===== config.mk =====
export PLATFORM = sky130hd
export DESIGN_NAME = fp_mul_arbiter
export DESIGN_NICKNAME = d
export VERILOG_FILES = /design/src/rtl/fp_mul_arbiter.sv
export SDC_FILE = /design/constraint.sdc
export NUM_CORES = 1
export LEC_CHECK = 0
export CORE_MARGIN = 1.5
export CORE_UTILIZATION = 64
export DETAILED_ROUTE_END_ITERATION = 10
export DONT_BUFFER_PORTS = 1
export HOLD_SLACK_MARGIN = 0.02
export PLACE_DENSITY_LB_ADDON = 0.05
export SYNTH_ARGS = -nofsm -noshare
export SYNTH_HDL_FRONTEND = slang
export SYNTH_SLANG_ARGS = --single-unit
export TNS_END_PERCENT = 30

===== constraint.sdc =====
create_clock -name clk -period 3.4 [get_ports clk]
set_clock_uncertainty 0.1 [all_clocks]
set_input_delay 0.68 -clock clk [delete_from_list [all_inputs] [get_ports clk]]
set_output_delay 0.68 -clock clk [all_outputs]
set_load 0.02 [all_outputs]

===== src/rtl/fp_mul_arbiter.sv =====
// fp_mul_arbiter: round-robin sharing of one LATENCY-deep pipelined fp16 multiplier among NUM_REQ requesters.
// Define FP_MUL_ARB_STATS_EN to build the saturating overflow/underflow event counters.
module fp_mul_arbiter #(
  parameter int NUM_REQ   = 4,
  parameter int LATENCY   = 3,
  parameter int RSP_DEPTH = 2
) (
  input  logic                    clk,
  input  logic                    rst,
  input  logic                    en,
  input  logic [NUM_REQ-1:0]      req_valid,
  output logic [NUM_REQ-1:0]      req_ready,
  input  logic [16*NUM_REQ-1:0]   req_a,
  input  logic [16*NUM_REQ-1:0]   req_b,
  output logic [NUM_REQ-1:0]      rsp_valid,
  input  logic [NUM_REQ-1:0]      rsp_ready,
  output logic [18*NUM_REQ-1:0]   rsp_data,
  output logic [15:0]             mul_a,
  output logic [15:0]             mul_b,
  input  logic [15:0]             mul_result,
  input  logic                    mul_overflow,
  input  logic                    mul_underflow,
  output logic                    idle,
  output logic [15:0]             stat_ovf_cnt,
  output logic [15:0]             stat_unf_cnt
);

  localparam int IDX_W = (NUM_REQ > 1) ? $clog2(NUM_REQ) : 1;
  localparam int CNT_W = $clog2(RSP_DEPTH + 1);
  localparam int PTR_W = (RSP_DEPTH > 1) ? $clog2(RSP_DEPTH) : 1;
  localparam logic [CNT_W-1:0] CNT_ONE = CNT_W'(1);

  typedef enum logic [1:0] {S_IDLE = 2'd0, S_RUN = 2'd1, S_DRAIN = 2'd2} state_t;

  state_t             r_state, w_state_nxt;
  logic               r_idle;
  logic [IDX_W-1:0]   r_rr_ptr;
  logic [LATENCY-1:0] r_tag_vld;
  logic [IDX_W-1:0]   r_tag_id [LATENCY];
  logic [CNT_W-1:0]   r_credit [NUM_REQ];
  logic [CNT_W-1:0]   r_cnt    [NUM_REQ];
  logic [PTR_W-1:0]   r_wr_ptr [NUM_REQ];
  logic [PTR_W-1:0]   r_rd_ptr [NUM_REQ];
  logic [17:0]        r_mem    [NUM_REQ][RSP_DEPTH];

  logic [NUM_REQ-1:0] w_elig, w_push, w_pop;
  logic [15:0]        w_op_a [NUM_REQ];
  logic [15:0]        w_op_b [NUM_REQ];
  logic               w_gnt_vld, w_hit, w_pipe_busy;
  logic [IDX_W-1:0]   w_gnt_idx, w_cand;
  logic               w_ret_vld;
  logic [IDX_W-1:0]   w_ret_tag;
  logic [17:0]        w_ret_data;

  function automatic logic [PTR_W-1:0] ptr_inc(input logic [PTR_W-1:0] p);
    ptr_inc = (int'(p) == RSP_DEPTH - 1) ? '0 : p + PTR_W'(1);
  endfunction

  assign w_ret_vld  = r_tag_vld[LATENCY-1];
  assign w_ret_tag  = r_tag_id[LATENCY-1];
  assign w_ret_data = {mul_underflow, mul_overflow, mul_result};
  assign idle       = r_idle;

  // Unpack operands and flag requesters that hold both a request and a credit.
  always_comb begin
    w_elig = '0;
    for (int i = 0; i < NUM_REQ; i++) begin
      w_op_a[i] = req_a[16*i +: 16];
      w_op_b[i] = req_b[16*i +: 16];
      w_elig[i] = req_valid[i] && (r_credit[i] != '0);
    end
  end

  // Round-robin search from the pointer; first eligible requester wins.
  always_comb begin
    w_gnt_vld = 1'b0;
    w_gnt_idx = '0;
    w_cand    = '0;
    w_hit     = 1'b0;
    if ((r_state == S_RUN) && en) begin
      for (int k = 0; k < NUM_REQ; k++) begin
        w_cand    = IDX_W'((int'(r_rr_ptr) + k) % NUM_REQ);
        w_hit     = !w_gnt_vld && w_elig[w_cand];
        w_gnt_idx = w_hit ? w_cand : w_gnt_idx;
        w_gnt_vld = w_gnt_vld | w_hit;
      end
    end else begin
      w_gnt_vld = 1'b0;
    end
  end

  // Grant handshake and multiplier operand mux.
  always_comb begin
    req_ready = '0;
    mul_a     = 16'h0000;
    mul_b     = 16'h0000;
    if (w_gnt_vld) begin
      req_ready[w_gnt_idx] = 1'b1;
      mul_a                = w_op_a[w_gnt_idx];
      mul_b                = w_op_b[w_gnt_idx];
    end else begin
      req_ready = '0;
    end
  end

  // Response FIFO heads, pop/push strobes.
  always_comb begin
    rsp_valid = '0;
    rsp_data  = '0;
    w_pop     = '0;
    w_push    = '0;
    for (int i = 0; i < NUM_REQ; i++) begin
      rsp_valid[i]         = (r_cnt[i] != '0);
      rsp_data[18*i +: 18] = rsp_valid[i] ? r_mem[i][r_rd_ptr[i]] : 18'h00000;
      w_pop[i]             = rsp_valid[i] & rsp_ready[i];
      w_push[i]            = w_ret_vld && (w_ret_tag == IDX_W'(i));
    end
  end

  // Ops that will still be in flight after this cycle (the retiring stage excluded).
  always_comb begin
    w_pipe_busy = 1'b0;
    for (int k = 0; k < LATENCY - 1; k++) begin
      w_pipe_busy = w_pipe_busy | r_tag_vld[k];
    end
  end

  // Next-state logic.
  always_comb begin
    w_state_nxt = r_state;
    case (r_state)
      S_IDLE:  w_state_nxt = en ? S_RUN : S_IDLE;
      S_RUN:   w_state_nxt = en ? S_RUN : (w_pipe_busy ? S_DRAIN : S_IDLE);
      S_DRAIN: w_state_nxt = en ? S_RUN : (w_pipe_busy ? S_DRAIN : S_IDLE);
      default: w_state_nxt = S_IDLE;
    endcase
  end

  // State, idle flag, RR pointer and tag shift register.
  always_ff @(posedge clk) begin
    if (rst) begin
      r_state   <= S_IDLE;
      r_idle    <= 1'b1;
      r_rr_ptr  <= '0;
      r_tag_vld <= '0;
      for (int k = 0; k < LATENCY; k++) r_tag_id[k] <= '0;
    end else begin
      r_state      <= w_state_nxt;
      r_idle       <= (w_state_nxt == S_IDLE);
      if (w_gnt_vld) begin
        r_rr_ptr <= (int'(w_gnt_idx) == NUM_REQ - 1) ? '0 : w_gnt_idx + IDX_W'(1);
      end
      r_tag_vld[0] <= w_gnt_vld;
      r_tag_id[0]  <= w_gnt_idx;
      for (int k = 1; k < LATENCY; k++) begin
        r_tag_vld[k] <= r_tag_vld[k-1];
        r_tag_id[k]  <= r_tag_id[k-1];
      end
    end
  end

  // Credits and FIFO pointers; credit + in-flight + occupancy stays RSP_DEPTH.
  always_ff @(posedge clk) begin
    if (rst) begin
      for (int i = 0; i < NUM_REQ; i++) begin
        r_credit[i] <= CNT_W'(RSP_DEPTH);
        r_cnt[i]    <= '0;
        r_wr_ptr[i] <= '0;
        r_rd_ptr[i] <= '0;
      end
    end else begin
      for (int i = 0; i < NUM_REQ; i++) begin
        if (w_push[i]) r_wr_ptr[i] <= ptr_inc(r_wr_ptr[i]);
        if (w_pop[i])  r_rd_ptr[i] <= ptr_inc(r_rd_ptr[i]);
        case ({w_push[i], w_pop[i]})
          2'b10:   r_cnt[i] <= r_cnt[i] + CNT_ONE;
          2'b01:   r_cnt[i] <= r_cnt[i] - CNT_ONE;
          default: r_cnt[i] <= r_cnt[i];
        endcase
        case ({req_ready[i], w_pop[i]})
          2'b10:   r_credit[i] <= r_credit[i] - CNT_ONE;
          2'b01:   r_credit[i] <= r_credit[i] + CNT_ONE;
          default: r_credit[i] <= r_credit[i];
        endcase
      end
    end
  end

  // FIFO storage; contents are only visible through a non-zero count.
  always_ff @(posedge clk) begin
    for (int i = 0; i < NUM_REQ; i++) begin
      if (w_push[i]) r_mem[i][r_wr_ptr[i]] <= w_ret_data;
    end
  end

`ifdef FP_MUL_ARB_STATS_EN
  logic [15:0] r_ovf_cnt, r_unf_cnt;

  // Saturating flag counters over retired ops.
  always_ff @(posedge clk) begin
    if (rst) begin
      r_ovf_cnt <= 16'h0000;
      r_unf_cnt <= 16'h0000;
    end else begin
      if (w_ret_vld && mul_overflow && (r_ovf_cnt != 16'hFFFF))  r_ovf_cnt <= r_ovf_cnt + 16'h0001;
      if (w_ret_vld && mul_underflow && (r_unf_cnt != 16'hFFFF)) r_unf_cnt <= r_unf_cnt + 16'h0001;
    end
  end

  assign stat_ovf_cnt = r_ovf_cnt;
  assign stat_unf_cnt = r_unf_cnt;
`else
  assign stat_ovf_cnt = 16'h0000;
  assign stat_unf_cnt = 16'h0000;
`endif

endmodule

# Word-level counts from Yosys, hierarchy flattened
# Memories as Yosys holds them, arrays and structs flattened.
# Cells that the tools add are included.
# word_totals
regBits,8
ram_bits,174
inputBits,157
out_inout_bits,145
mem_count,6
# memory_table
memory,depth,width,read_ports,rd_ports_with_merged_regs,write_ports,line,text
r_mem,4,36,4,0,1,44,logic [17:0] r_mem [NUM_REQ][RSP_DEPTH];
r_cnt,4,2,4,0,4,41,logic [CNT_W-1:0] r_cnt [NUM_REQ];
r_credit,4,2,4,0,4,40,logic [CNT_W-1:0] r_credit [NUM_REQ];
r_tag_id,3,2,3,0,3,39,logic [IDX_W-1:0] r_tag_id [LATENCY];
r_rd_ptr,4,1,4,0,4,43,logic [PTR_W-1:0] r_rd_ptr [NUM_REQ];
r_wr_ptr,4,1,4,0,4,42,logic [PTR_W-1:0] r_wr_ptr [NUM_REQ];
# classes
n_addsub,28
order_cmp,19
eq_ne,22
muxes,209
n_bitwise,52
n_reduce_logical,43
# op_table
operator,count
18-bit 2-to-1 mux,20
36-bit 2-to-1 mux,10
1-bit 2-to-1 mux,122
36-bit OR reduction,3
16-bit 2-to-1 mux,6
2-bit 2-to-1 mux,38
18-bit demux with 1-bit select,4
16-bit binary-select mux with 2-bit select,2
1-bit bitwise OR,39
"2-bit by 1-bit == test with 1-bit output, second input constant",11
"2-bit == test, second input constant",11
"2-bit by 1-bit adder with 2-bit output, second input constant",10
2-bit OR reduction,9
1-bit logical AND,17
"2-bit >= comparator, second input constant",8
1-bit NOT with 2-bit output,8
2-bit nonzero test,8
"2-bit by 1-bit subtractor with 2-bit output, second input constant",8
"2-bit by 3-bit < comparator with 1-bit output, second input constant",5
"1-bit adder, second input constant",8
1-bit binary-select mux with 2-bit select,4
"2-bit by 1-bit < comparator with 1-bit output, second input constant",4
2-bit logical NOT,3
"2-bit adder, second input constant",2
8 further kinds,13

# Depth between registers and ports, before layout
# Gate-level depths: netlist of run 1.
# An unclocked memory read counts as a cell.
# depth
ltp_word,27
mapped_depth,16
depth_no_buf,15

# Worst setup path before layout of run 1
# OpenSTA, ideal clock, no wires.
# synth_path
path_type,input-to-reg
start,in req_valid[0]
end,"mem r_credit[2][1] (netlist name), data pin"
arrival_ps,2873
required_ps,3038
setup_slack_ps,165
path_stages,14
path_buffers,2
path_cell_list,o21a_1 -> and3_1 -> o21ai_0 -> a221oi_2 -> buf_4 -> buf_2 -> ha_1 -> nand2_1 -> inv_1 -> ha_1 -> nor2_1 -> nor3_1 -> a21oi_1 -> or2_2
# synth_rtl
item,line,text
"start, declared",11,"input logic [NUM_REQ-1:0] req_valid,"
"end, declared",40,

==> results by group, run 1 <==
Clock network
  • Clock Sinks: 182
  • CTS Hold Bufs: 0
  • CTS H-tree lvls: 4
  • Clock Tree Buf Depth: 2
  • Clock-pin slew on the worst setup and hold paths: 0.06 ns
  • TritonCTS clock tree: done
  • Clk root buf: clkbuf_16
  • TritonCTS Buffers: 17
  • Clk_lat worst skew: 0.43 ns

Timing
  • # setup viols final: 36
  • TNS Setup: -5.31 ns
  • RSZ-0062 raised after global routing: true
  • FMAX: 276 MHz
  • Tightest Pin Transition: 1.06 ns
  • Slew HR: 0.295
  • Count of endpoints failing hold in the final timing report: 0
  • Final worst path period share: 1.07
  • Min Clock Period, post-route: 3.63 ns
  • PnR worst setup slack: -0.225 ns
  • Max Slew Vio Count: 0
  • Hold WS: approximately 0.22 ns

Power and ir drop
  • Leakage: around 4.2 nW
  • Maximum VDD drop: 0.395 mV
  • Power density over the cells: ~500 mW/mm^2

Global route
  • Congestion Overflow GR: 0
  • Initial antenna violation count: 2
  • Vias in the first global route: a little under 6000
  • First-pass GRT wire length: 32.5 mm
  • Largest net degree at the start of global routing: between 50 and 60
  • Total GRT Usage: 0.305

Setup path
  • Largest stage delay, worst path: 0.49 ns
  • Crit path launch type: flop
  • Critical path's top delay family: compound AO/OA/AOI/OAI gates
  • Worst Path Buf+Inv: 3
  • CP Max Fanout: 14
  • Worst EP arrival: 2.85 ns
  • R2r startpoint: r_credit[3][1]$_DFFE_PP_
  • Critical Path Start: r_credit[0][1]$_SDFFCE_PN1P_
  • Setup CP Type: reg -> out
  • Critical path, cell by cell: o21a_4 -> and3_1 -> a21o_1 -> a221oi_4 -> buf_6 -> bufbuf_16 -> a21oi_1 -> a21oi_1 -> buf_4
  • Worst path most repeated cell: a21oi_1
  • CP Capture Type: output pin
  • Worst endpoint required time: 2.62 ns
  • Critical-path top delay cell: edfxtp_1

Flow run
  • Max cap viols: 0

Yosys
  • Yosys reg bits: ~180
  • Synth Cell Area: ~0.0090 sq mm
  • Ys flop type: edfxtp_1
  • Mapped Cells: ~720
  • Avg Cell Area, Syn: ~12 sq um
  • Synth unique cells: 38
  • Post-synthesis sequential area ratio: 0.591
  • Post-synth EDFFs: 168
  • Post-synth ARST share: 0
  • Syn. warnings: 0

Floorplan
  • Die ar.: 0.0148 sq mm
  • Row cnt: 43
  • Chip Width: 122 um
  • Core Region: between 0.01 and 0.015 sq mm
  • IO Count: 302
  • Die Span Y: 122 um
  • Initial Util: 0.651

Route
  • WL/cell: 23.3 um
  • Detailed Route WL: 22.6 mm
  • # DRC: 0
  • Met3 WL: 1.72 mm
  • WL met2: 12.0 mm
  • Top Layer Used: met4
  • Vias: 5941
  • Vias per cell: ~6
  • Met1 WL: 8.18 mm
  • Antenna-violating nets left: 0
  • Drt pass-1 iters: 7
  • Iteration-0 DRC Markers: 487

Outcome
  • Failing checks: setup timing
  • Status: finished with violations

Placement
  • Post-DP HPWL: 14.4 mm
  • RD Place Congestion: 0.981
  • Placed cell areas: about 0.0094 sq mm
  • Port bufs: 0

Final layout
  • Filler Cells Inserted: 840
  • Finished Cell Area: 0.0106 sq mm
  • Final layout net count: approximately 960
  • P&R area growth vs syn: 18.2%
  • Layout cells sized above 1: 0.254

Worst hold path
  • Hold Path Class: in -> reg
  • Hold path startpoint: rst
==> sequential cells by signal, summed over array words and instances, names as in the netlist, 2 cells and up <==
name       count
r_rd_ptr       4
r_cnt          8
r_credit       8
r_state        2
r_tag_id       6
r_rr_ptr       2
r_tag_vld      3
r_mem        144
r_wr_ptr       4
==> final timing paths <==
path	to	slack, ns	cells after the start
worst max-delay path	mul_b[8]	-0.23	9
worst min-delay path	r_rr_ptr[1]$_SDFFE_PP0P_	0.22	1
worst max register to register	r_credit[1][1]$_SDFFCE_PN1P_	0.09	17
worst min register to register	r_tag_id[0][2]$_SDFF_PP0_	0.34	1
==> kinds of logic after synthesis <==
kind of cell,count (synthesis),synth area share
AND/OR/NAND/NOR,182,0.0917
multiplexers,136,0.156
XOR/XNOR,6,0.00584
flip-flops,182,0.591
other,1,0.000416
AO/OA/AOI/OAI,97,0.0614
adder cells (fa/ha/maj),25,0.0347
buffers and inverters,93,0.0588
==> synthesized netlist by cell type, types with 6 or more instances <==
master	count	area [sq um]
a21oi_1	74	370
and2_1	6	37.5
buf_2	10	50.1
buf_4	36	270
clkbuf_1	15	56.3
dfxtp_1	14	280
edfxtp_1	168	5040
ha_1	25	313
inv_1	24	90.1
mux2_2	32	360
mux2i_1	104	1040
nand2_1	10	37.5
nand2b_1	12	75.1
nor2_1	102	383
nor2b_1	8	50.1
nor3_1	32	160
o21bai_1	8	60.1
xnor2_1	6	52.6
==> final cells by class <==
type                    instances  area, sq um  share of cell area
inverters                      25          110              0.0103
clock buffers                  21          440              0.0414
clock inverters                 9          129              0.0121
flip-flops and latches        182         5330               0.500
multi-input cells             478         3620               0.340
well taps                     180          225              0.0212
diodes                          2         5.00            0.000470
repair buffers                 76          788              0.0741
==> repair_timing <==
item,in CTS,in global routing
setup endpoints to repair,36,36
cloned,5,1
pin swaps,15,9
resized for setup,58,46
buffers inserted,8,7
==> routing by layer <==
layer | track usage | up-vias
met2 | 0.522 | 314
met4 | 0.165 | 0
met5 | 0 | -
li1 | - | 2653
met1 | 0.359 | 2924
met3 | 0.0707 | 50
==> where the power goes <==
| group | total [W] | internal (W) | switching [W] | leakage, nW |
|---|---|---|---|---|
| Combinational | 0.000891 | 0.000350 | 0.000541 | 2.27 |
| Clock | 0.00191 | 0.00114 | 0.000771 | 0.265 |
| Sequential | 0.00253 | 0.00248 | 0.0000466 | 1.65 |
| Total | 0.00533 | 0.00398 | 0.00136 | 4.18 |
==> placed cells by master, fill, tap and decap left out, types with 3 or more instances in the layout <==
master      Yosys  final
nor2b_1         8      8
ha_2            0      3
nor2_1        102     97
mux2i_1       104    102
ha_1           25     20
buf_6           4     10
nor2_2          0      5
o21ai_0         4      3
nor3_1         32     32
mux2_2         32     14
buf_12          0      5
o21ai_4         0      3
a21oi_2         0     31
nand2_1        10      5
or2_2           3      3
a21oi_1        74     42
and2_1          6      6
inv_2           0      5
dfxtp_1        14     14
clkbuf_1       15      4
o21bai_1        8      8
buf_16          0      3
nand2_2         0      5
conb_1          1     32
xnor2_1         6      6
buf_4          36     54
clkbuf_16       0     18
edfxtp_1      168    168
nand3b_1        4      4
clkinvlp_4      0      3
bufinv_16       0      3
mux2_4          0     18
inv_1          24     19
nand2b_1       12     11
==> metrics by stage <==
stage | worst slack, ns | instances | utilization | total power (W)
global placement | 0.130 | 921 | 0.680 | 0.00328
global route | -0.262 | 973 | 0.770 | 0.00549
finish | -0.225 | 973 | 0.770 | 0.00533
CTS | -0.0786 | 964 | 0.754 | 0.00531
floorplan | 0.165 | 753 | - | 0.00317
detailed placement | -0.0661 | 921 | 0.680 | 0.00331
Power figures use the tool's default switching activity.
==> inputs of run 2 (changes only) <==
- CORE_MARGIN: 1.5 -> 3
==> results by group, run 2 (synthesized netlist as in run 1, its figures left out) <==
Outcome
  • Status: finished with violations (unchanged)
  • Failing checks: setup timing (unchanged)

Setup path
  • R2r startpoint: r_credit[0][1]$_SDFFCE_PN1P_ (was r_credit[3][1]$_DFFE_PP_)
  • Worst endpoint required time: 2.62 ns (about the same)
  • Worst reg-to-reg path cell count: 12 (was 17)
  • Crit path launch type: flop (unchanged)
  • End point of the critical path: mul_b[15] (was mul_b[8])
  • Reg-to-reg endpoint: r_credit[2][1]$_SDFFCE_PN1P_ (was r_credit[1][1]$_SDFFCE_PN1P_)
  • Worst EP arrival: 2.71 ns (was 2.85 ns)
  • Critical Path Start: r_credit[2][0]$_SDFFCE_PN0P_ (was r_credit[0][1]$_SDFFCE_PN1P_)
  • CP Max Fanout: 8 (was 14)
  • Setup CP Type: reg -> out (unchanged)
  • CP Capture Type: output pin (unchanged)
  • R2R Setup Slk: 0.23 ns (was 0.09 ns)

Global route
  • Largest net degree at the start of global routing: 53 (unchanged)
  • Initial antenna violation count: 2 (unchanged)
  • First-pass GRT wire length: 33.9 mm (was 32.5 mm)
  • Congestion Overflow GR: 0 (unchanged)
  • Total GRT Usage: 0.286 (was 0.305)
  • Vias in the first global route: 6000 (was 5886)

Timing
  • RSZ-0062 raised after global routing: true (unchanged)
  • Final worst path period share: 1.03 (was 1.07)
  • Tightest Pin Transition: 1.13 ns (was 1.06 ns)
  • Count of endpoints failing hold in the final timing report: 0 (unchanged)
  • FMAX: 287 MHz (was 276 MHz)
  • PnR worst setup slack: -0.0853 ns (was -0.225 ns)
  • Slew HR: 0.245 (was 0.295)
  • Max Slew Vio Count: 0 (unchanged)
  • Min Clock Period, post-route: 3.49 ns (was 3.63 ns)
  • # setup viols final: 32 (was 36)

Power and ir drop
  • Leakage: 4.21 nW (was 4.18 nW)
  • Maximum VDD drop: 0.378 mV (was 0.395 mV)
  • Power density over the cells: 498 mW/mm^2 (was 501 mW/mm^2)

Final layout
  • Layout cells sized above 1: 0.239 (was 0.254)
  • Fin cells: 963 (was 973)
  • Largest register FFs: 144 (unchanged)
  • Commonest cells after routing, fill and taps aside: edfxtp_1 (168), mux2i_1 (101), nor2_1 (99) (was edfxtp_1 (168), mux2i_1 (102), nor2_1 (97))
  • P&R area growth vs syn: 17.5% (was 18.2%)
  • Filler Cells Inserted: 772 (was 840)
  • Commonest non-fill, non-tap cell in the layout: edfxtp_1 (unchanged)
  • Final layout net count: 955 (was 962)
  • Multi-input gate area: 0.00362 sq mm (unchanged)
  • Storage cell area: 0.00533 sq mm (unchanged)

Route
  • Drt pass-1 iters: 5 (was 7)
  • WL/cell: 24.2 um (was 23.3 um)
  • Vias: 5991 (was 5941)
  • # DRC: 0 (unchanged)
  • Vias per cell: 6.22 (was 6.11)
  • Antenna-violating nets left: 0 (unchanged)
  • Detailed Route WL: 23.3 mm (was 22.6 mm)
  • Iteration-0 DRC Markers: 580 (was 487)

Floorplan
  • Chip Width: 125 um (was 122 um)
  • Die ar.: 0.0155 sq mm (was 0.0148 sq mm)
  • Core Region: 0.0135 sq mm (was 0.0138 sq mm)
  • IO Count: 302 (unchanged)
  • Row cnt: 42 (was 43)
  • Die Span Y: 125 um (was 122 um)
  • Initial Util: 0.667 (was 0.651)

Clock network
  • TritonCTS Buffers: 17 (unchanged)
  • Clock-pin slew on the worst setup and hold paths: 0.06 ns (about the same)
  • CTS H-tree lvls: 4 (unchanged)
  • Clk_lat worst skew: 0.42 ns (was 0.43 ns)
  • Clock Tree Buf Depth: 2 (unchanged)
  • CTS Hold Bufs: 0 (unchanged)
  • Clk root buf: clkbuf_16 (unchanged)
  • Clock Sinks: 182 (unchanged)
  • TritonCTS clock tree: done (unchanged)

Worst hold path
  • Hold Path Class: in -> reg (unchanged)

Placement
  • Setup Slack @ Placement: 0.0479 ns (was -0.0661 ns)
  • Post-DP HPWL: 14.8 mm (was 14.4 mm)
  • Port bufs: 0 (unchanged)
  • Dpl cells: 913 (was 921)
  • RD Place Congestion: 0.806 (was 0.981)

Flow run
  • Max cap viols: 0 (unchanged)
## run 2: area by class of cell
| cell class | count | area share |
|---|---|---|
| clock inverters | 10 | 0.00993 |
| diodes | 2 | 0.000473 |
| well taps | 176 | 0.0208 |
| flip-flops and latches | 182 | 0.503 |
| inverters | 25 | 0.00958 |
| multi-input cells | 478 | 0.342 |
| repair buffers | 69 | 0.0721 |
| clock buffers | 21 | 0.0416 |
## run 2: critical path, cell delays in order, from the launching register on
cell and delay (ns):
edfxtp_1 0.45, o21ai_2 0.33, o2bb2ai_1 0.15, a211oi_4 0.27, buf_6 0.15, buf_12 0.11, buf_16 0.14, mux2_4 0.33
a21oi_4 0.13, a21oi_2 0.05, buf_4 0.16
## run 2: power by group
group / internal (W) / leakage, nW / switching (W)
Combinational: 0.000358 / 2.29 / 0.000546
Sequential: 0.00248 / 1.65 / 0.0000523
Clock: 0.00107 / 0.270 / 0.000764
Total: 0.00391 / 4.21 / 0.00136
## run 2: how the worst min path moves through the flow
stage                                          from                        end  cells after the start
final                                           rst   r_rr_ptr[1]$_SDFFE_PP0P_                      1
after CTS                                       rst   r_rr_ptr[1]$_SDFFE_PP0P_                      1
after detailed placement  r_tag_id[0][0]$_SDFF_PP0_  r_tag_id[0][2]$_SDFF_PP0_                      1
after floorplan           r_tag_id[0][0]$_SDFF_PP0_  r_tag_id[0][2]$_SDFF_PP0_                      1
after global routing                            rst   r_rr_ptr[0]$_SDFFE_PP0P_                      1
after global placement    r_tag_id[0][0]$_SDFF_PP0_  r_tag_id[0][2]$_SDFF_PP0_                      1
## run 2: per-layer routing
| metal | global-route usage | vias up | share of wire |
|---|---|---|---|
| met2 | 0.503 | 327 | 0.52 |
| li1 | - | 2643 | - |
| met5 | 0 | - | 0 |
| met4 | 0.106 | 0 | 0.032 |
| met3 | 0.0673 | 48 | 0.070 |
| met1 | 0.343 | 2973 | 0.38 |
## run 2: through the flow
stage / area [sq um] / util / TNS (ns) / hold slack, ns / power (W)
finish: 10600 / 0.783 / -1.54 / 0.233 / 0.00527
global route: 10600 / 0.783 / -4.94 / 0.211 / 0.00546
CTS: 10400 / 0.767 / -0.151 / 0.212 / 0.00524
detailed placement: 9380 / 0.695 / 0 / 0.336 / 0.00331
global placement: 9380 / 0.695 / 0 / 0.325 / 0.00329
floorplan: 9120 / - / 0 / 0.314 / 0.00317
## run 2: what timing repair did
item	CTS	global route
gates cloned	5	3
setup endpoints to repair	36	36
buffers inserted	8	1
gates resized for setup	62	36
pin swaps	4	17
==> inputs of run 3 (changes only) <==
- CELL_PAD_IN_SITES_DETAIL_PLACEMENT: not set -> 1
- CELL_PAD_IN_SITES_GLOBAL_PLACEMENT: not set -> 1
- CORE_UTILIZATION: 64 -> 50
==> results by group, run 3 (synthesized netlist as in run 1, its figures left out) <==
Floorplan
  • Core Region: 0.0175 sq mm (was 0.0135 sq mm)
  • Die Span Y: 140 um (was 125 um)
  • Row cnt: 48 (was 42)
  • Die ar.: 0.0197 sq mm (was 0.0155 sq mm)
  • IO Count: 302 (unchanged)
  • Chip Width: 140 um (was 125 um)
  • Initial Util: 0.515 (was 0.667)

Global route
  • Initial antenna violation count: 1 (was 2)
  • Congestion Overflow GR: 0 (unchanged)
  • Largest net degree at the start of global routing: 53 (unchanged)
  • Total GRT Usage: 0.248 (was 0.286)
  • First-pass GRT wire length: 37.0 mm (was 33.9 mm)
  • Vias in the first global route: 6210 (was 6000)

Placement
  • Port bufs: 0 (unchanged)
  • RD Place Congestion: 0.822 (was 0.806)
  • Setup Slack @ Placement: 0.0266 ns (was 0.0479 ns)
  • Post-DP HPWL: 16.6 mm (was 14.8 mm)

Setup path
  • CP Max Fanout: 27 (was 8)
  • CP Capture Type: output pin (unchanged)
  • Crit path launch type: flop (unchanged)
  • Critical Path Start: r_credit[3][0]$_DFFE_PP_ (was r_credit[2][0]$_SDFFCE_PN0P_)
  • Worst EP arrival: 2.64 ns (was 2.71 ns)
  • Worst reg-to-reg path cell count: 13 (was 12)
  • R2r startpoint: r_credit[0][0]$_SDFFCE_PN0P_ (was r_credit[0][1]$_SDFFCE_PN1P_)
  • Worst endpoint required time: 2.62 ns (about the same)
  • Setup CP Type: reg -> out (unchanged)

Route
  • WL/cell: 24.6 um (was 24.2 um)
  • Detailed Route WL: 24.9 mm (was 23.3 mm)
  • # DRC: 0 (unchanged)
  • Iteration-0 DRC Markers: 249 (was 580)
  • Vias: 5793 (was 5991)
  • Antenna-violating nets left: 0 (unchanged)
  • Drt pass-1 iters: 7 (was 5)
  • Vias per cell: 5.72 (was 6.22)

Final layout
  • Commonest non-fill, non-tap cell in the layout: edfxtp_1 (unchanged)
  • P&R area growth vs syn: 16.2% (was 17.5%)
  • Commonest cells after routing, fill and taps aside: edfxtp_1 (168), mux2i_1 (102), nor2_1 (95) (was edfxtp_1 (168), mux2i_1 (101), nor2_1 (99))
  • Largest register FFs: 144 (unchanged)
  • Final layout net count: 956 (was 955)
  • Layout cells sized above 1: 0.234 (was 0.239)

Timing
  • Min Clock Period, post-route: 3.42 ns (was 3.49 ns)
  • Tightest Pin Transition: 1.14 ns (was 1.13 ns)
  • Count of endpoints failing hold in the final timing report: 0 (unchanged)
  • RSZ-0062 raised after global routing: true (unchanged)
  • # setup viols final: 2 (was 32)
  • PnR worst setup slack: -0.0197 ns (was -0.0853 ns)
  • FMAX: 292 MHz (was 287 MHz)
  • Slew HR: 0.239 (was 0.245)
  • Final worst path period share: 1.01 (was 1.03)
  • Max Slew Vio Count: 0 (unchanged)
  • TNS Setup: -0.0293 ns (was -1.54 ns)

Flow run
  • Max cap viols: 0 (unchanged)

Power and ir drop
  • Logic pwr share: 0.162 (was 0.171)
  • Reg power frac: 0.474 (was 0.481)
  • Overall power: 0.00530 W (was 0.00527 W)
  • P_sw: 0.00153 W (was 0.00136 W)
  • Internal Power: 0.00378 W (was 0.00391 W)
  • Clock share of power: 0.365 (was 0.348)
  • Power density over the cells: 507 mW/mm^2 (was 498 mW/mm^2)
  • Sw Share: 0.288 (was 0.258)
  • Maximum VDD drop: 0.409 mV (was 0.378 mV)
  • Leakage: 4.11 nW (was 4.21 nW)

Clock network
  • Clock Tree Buf Depth: 2 (unchanged)
  • TritonCTS Buffers: 17 (unchanged)
  • Clk root buf: clkbuf_16 (unchanged)
  • CTS Hold Bufs: 0 (unchanged)
  • Clock Sinks: 182 (unchanged)
  • Clock-pin slew on the worst setup and hold paths: 0.08 ns (was 0.06 ns)
  • Clk_lat worst skew: 0.44 ns (was 0.42 ns)
  • CTS H-tree lvls: 4 (unchanged)
  • TritonCTS clock tree: done (unchanged)

Outcome
  • Status: finished with violations (unchanged)
  • Failing checks: setup timing (unchanged)

Worst hold path
  • Hold Path Class: in -> reg (unchanged)
  • Hold Crit Depth: 1 (unchanged)
  • Hold path startpoint: rst (unchanged)
## run 3: metal layers
metal	vias to the layer above	wire length, um	track usage
met1	2894	9320	0.275
met2	221	13700	0.467
met4	0	646	0.0811
li1	2636	-	-
met3	42	1180	0.0574
met5	-	0	0
## run 3: what timing repair did
action,CTS,global route
endpoints found under the setup margin,36,36
pin swaps,8,18
cloned,3,1
setup buffers,10,3
resized for setup,32,25
## run 3: worst max-delay path: stages (launching register included)
cell,delay [ns]
edfxtp_1,0.35
inv_1,0.05
ha_2,0.16
nand2b_4,0.17
and3_4,0.20
a211oi_4,0.20
buf_6,0.16
and2_4,0.18
inv_4,0.05
buf_12,0.17
mux2i_1,0.15
a21oi_2,0.20
buf_6,0.15
## run 3: stage by stage
step	hold slack [ns]	instance area [sq um]	std cells	util
floorplan	0.314	9120	753	-
global placement	0.316	9460	963	0.541
detailed placement	0.330	9460	963	0.541
CTS	0.195	10300	1007	0.591
global route	0.203	10500	1012	0.599
finish	0.229	10500	1012	0.599
## run 3: worst paths after layout
check        slack (ns)                      endpoint
max               -0.02                     mul_b[14]
min                0.23         r_state[0]$_SDFF_PP0_
max reg2reg        0.29  r_credit[2][1]$_SDFFCE_PN1P_
min reg2reg        0.34     r_tag_id[0][3]$_SDFF_PP0_
## run 3: power by group through the flow
| stage | sequential, W | clock (W) | combinational, W |
|---|---|---|---|
| 6_report | 0.00251 | 0.00193 | 0.000858 |
| 3_3_place_gp | 0.00256 | 0 | 0.000732 |
| 2_1_floorplan | 0.00254 | 0 | 0.000624 |
| 5_1_grt | 0.00252 | 0.00207 | 0.000914 |
| 4_1_cts | 0.00251 | 0.00197 | 0.000840 |
| 3_5_place_dp | 0.00256 | 0 | 0.000761 |
## run 3: area by class of cell
type / count / area, sq um
Fill cell: 1716 / 7020
Sequential cell: 182 / 5330
Multi-Input combinational cell: 478 / 3490
Timing Repair Buffer: 70 / 676
Clock buffer: 17 / 425
Tap cell: 225 / 282
Clock inverter: 14 / 164
Inverter: 25 / 96.3
Antenna cell: 1 / 2.50
==> edit (flow settings as in run 2) <==
Add a define of `FP_MUL_ARB_STATS_EN`.
--- a/src/rtl/fp_mul_arbiter.sv
+++ b/src/rtl/fp_mul_arbiter.sv
@@ -1,4 +1,6 @@
 // fp_mul_arbiter: round-robin sharing of one LATENCY-deep pipelined fp16 multiplier among NUM_REQ requesters.
 // Define FP_MUL_ARB_STATS_EN to build the saturating overflow/underflow event counters.
+`define FP_MUL_ARB_STATS_EN
+
 module fp_mul_arbiter #(
   parameter int NUM_REQ   = 4,
Function: no difference found for any inputs over 4 cycles, from zero or initial values and one cycle with rst high; that may be too few to reach the edited logic, so the function may still have changed.
==> edit against run 2 <==
- via count grew 11%
- register-to-register slack better by 0.24 ns
- fmax up 3.8%
- sequential cell count rose by 32
- first-iteration DRC count shrank 24%
- synthesized area up 11%
- final area rose by 9.8%
- largest cell class unchanged
- largest power group unchanged
- worst setup slack improved by 0.13 ns
- sequential share of layout area is 1.0 points higher
- sequential power grew 15%
- wire length rose by 6.5%
- total power grew 13%
==> edit: results (changes against run 2) <==
metric,value,unit,change
regToRegStartpoint,r_credit[2][0],,was r_credit[0][1]
synthXorXnorAreaFrac,0.0272,,was 0.00584
cts_buffers,22,,was 17
drtIter0Drc,442,,was 580
hold_end,r_tag_id[0][1],,was r_rr_ptr[1]
grt_max_degree,86,,was 53
crit_fanout,6,,was 8
r2r_cells,11,,was 12
viasPerCell,6.06,,was 6.22
layout.cells.non_filler,1098,,was 963
hpwl,16600,um,was 14800 um
dr_wl_met3,1710,um,was 1630 um
synth_compound_area_frac,0.0507,,was 0.0614
grt.met2_usage,0.490,,was 0.503
synth_cell_types,49,,was 38
synthesis.instances,810,,was 722
cp.arrival,2.58,ns,was 2.71 ns
ys_top_cells_by_count,"edfxtp_1 (168), mux2i_1 (138), nor2_1 (133)",,"was edfxtp_1 (168), mux2i_1 (104), nor2_1 (102)"
p_sw,0.00145,W,was 0.00136 W
placedCellCount,1038,,was 913
ys_seq_area_frac,0.597,,was 0.591
wire_per_inst,22.6,um,was 24.2 um
wirelength_met1,9420,um,was 8750 um
rrSetupSlack,0.47,ns,was 0.23 ns
leakagePower,4.49,nW,was 4.21 nW
cts_resized,16,,was 62
outcome,"finished, final reports clean",,"was finished, violations left"
p_seq,0.00291,W,was 0.00253 W
insertion_delay,0.49,ns,was 0.42 ns
muxShareOfSynthArea,0.138,,was 0.156
met1_usage,0.334,,was 0.343
irDropWorstVdd,0.000309,V,was 0.000378 V
grt_pass1_wl,35900,um,was 33900 um
synth_adder_area_share,0.0300,,was 0.0347
edit: changes by cell type after synthesis, moves of 14 or more:
cell     change
a21oi_1     -61
mux2i_1     +34
o22ai_1     +33
buf_4       -32
dfxtp_1     +32
mux2_2      -32
nor2_1      +31
xor2_1      +16
nand3_1     +14
edit: layout make-up:
cell class | instances | area [sq um]
clock inverters | 9 | 76.3
inverters | 28 | 105
clock buffers | 29 | 622
repair buffers | 71 | 661
well taps | 211 | 264
flip-flops and latches | 214 | 5970
multi-input cells | 534 | 3920
diodes | 2 | 5.00
fillers | 959 | 3640
edit: metrics by stage:
| step | hold WS, ns | setup slack, ns | area, sq um |
|---|---|---|---|
| detailed placement | 0.322 | 0.196 | 10500 |
| global placement | 0.316 | 0.260 | 10500 |
| floorplan | 0.314 | 0.418 | 9990 |
| finish | 0.163 | 0.0436 | 11600 |
| CTS | 0.151 | 0.0223 | 11400 |
| global route | 0.145 | -0.0426 | 11600 |
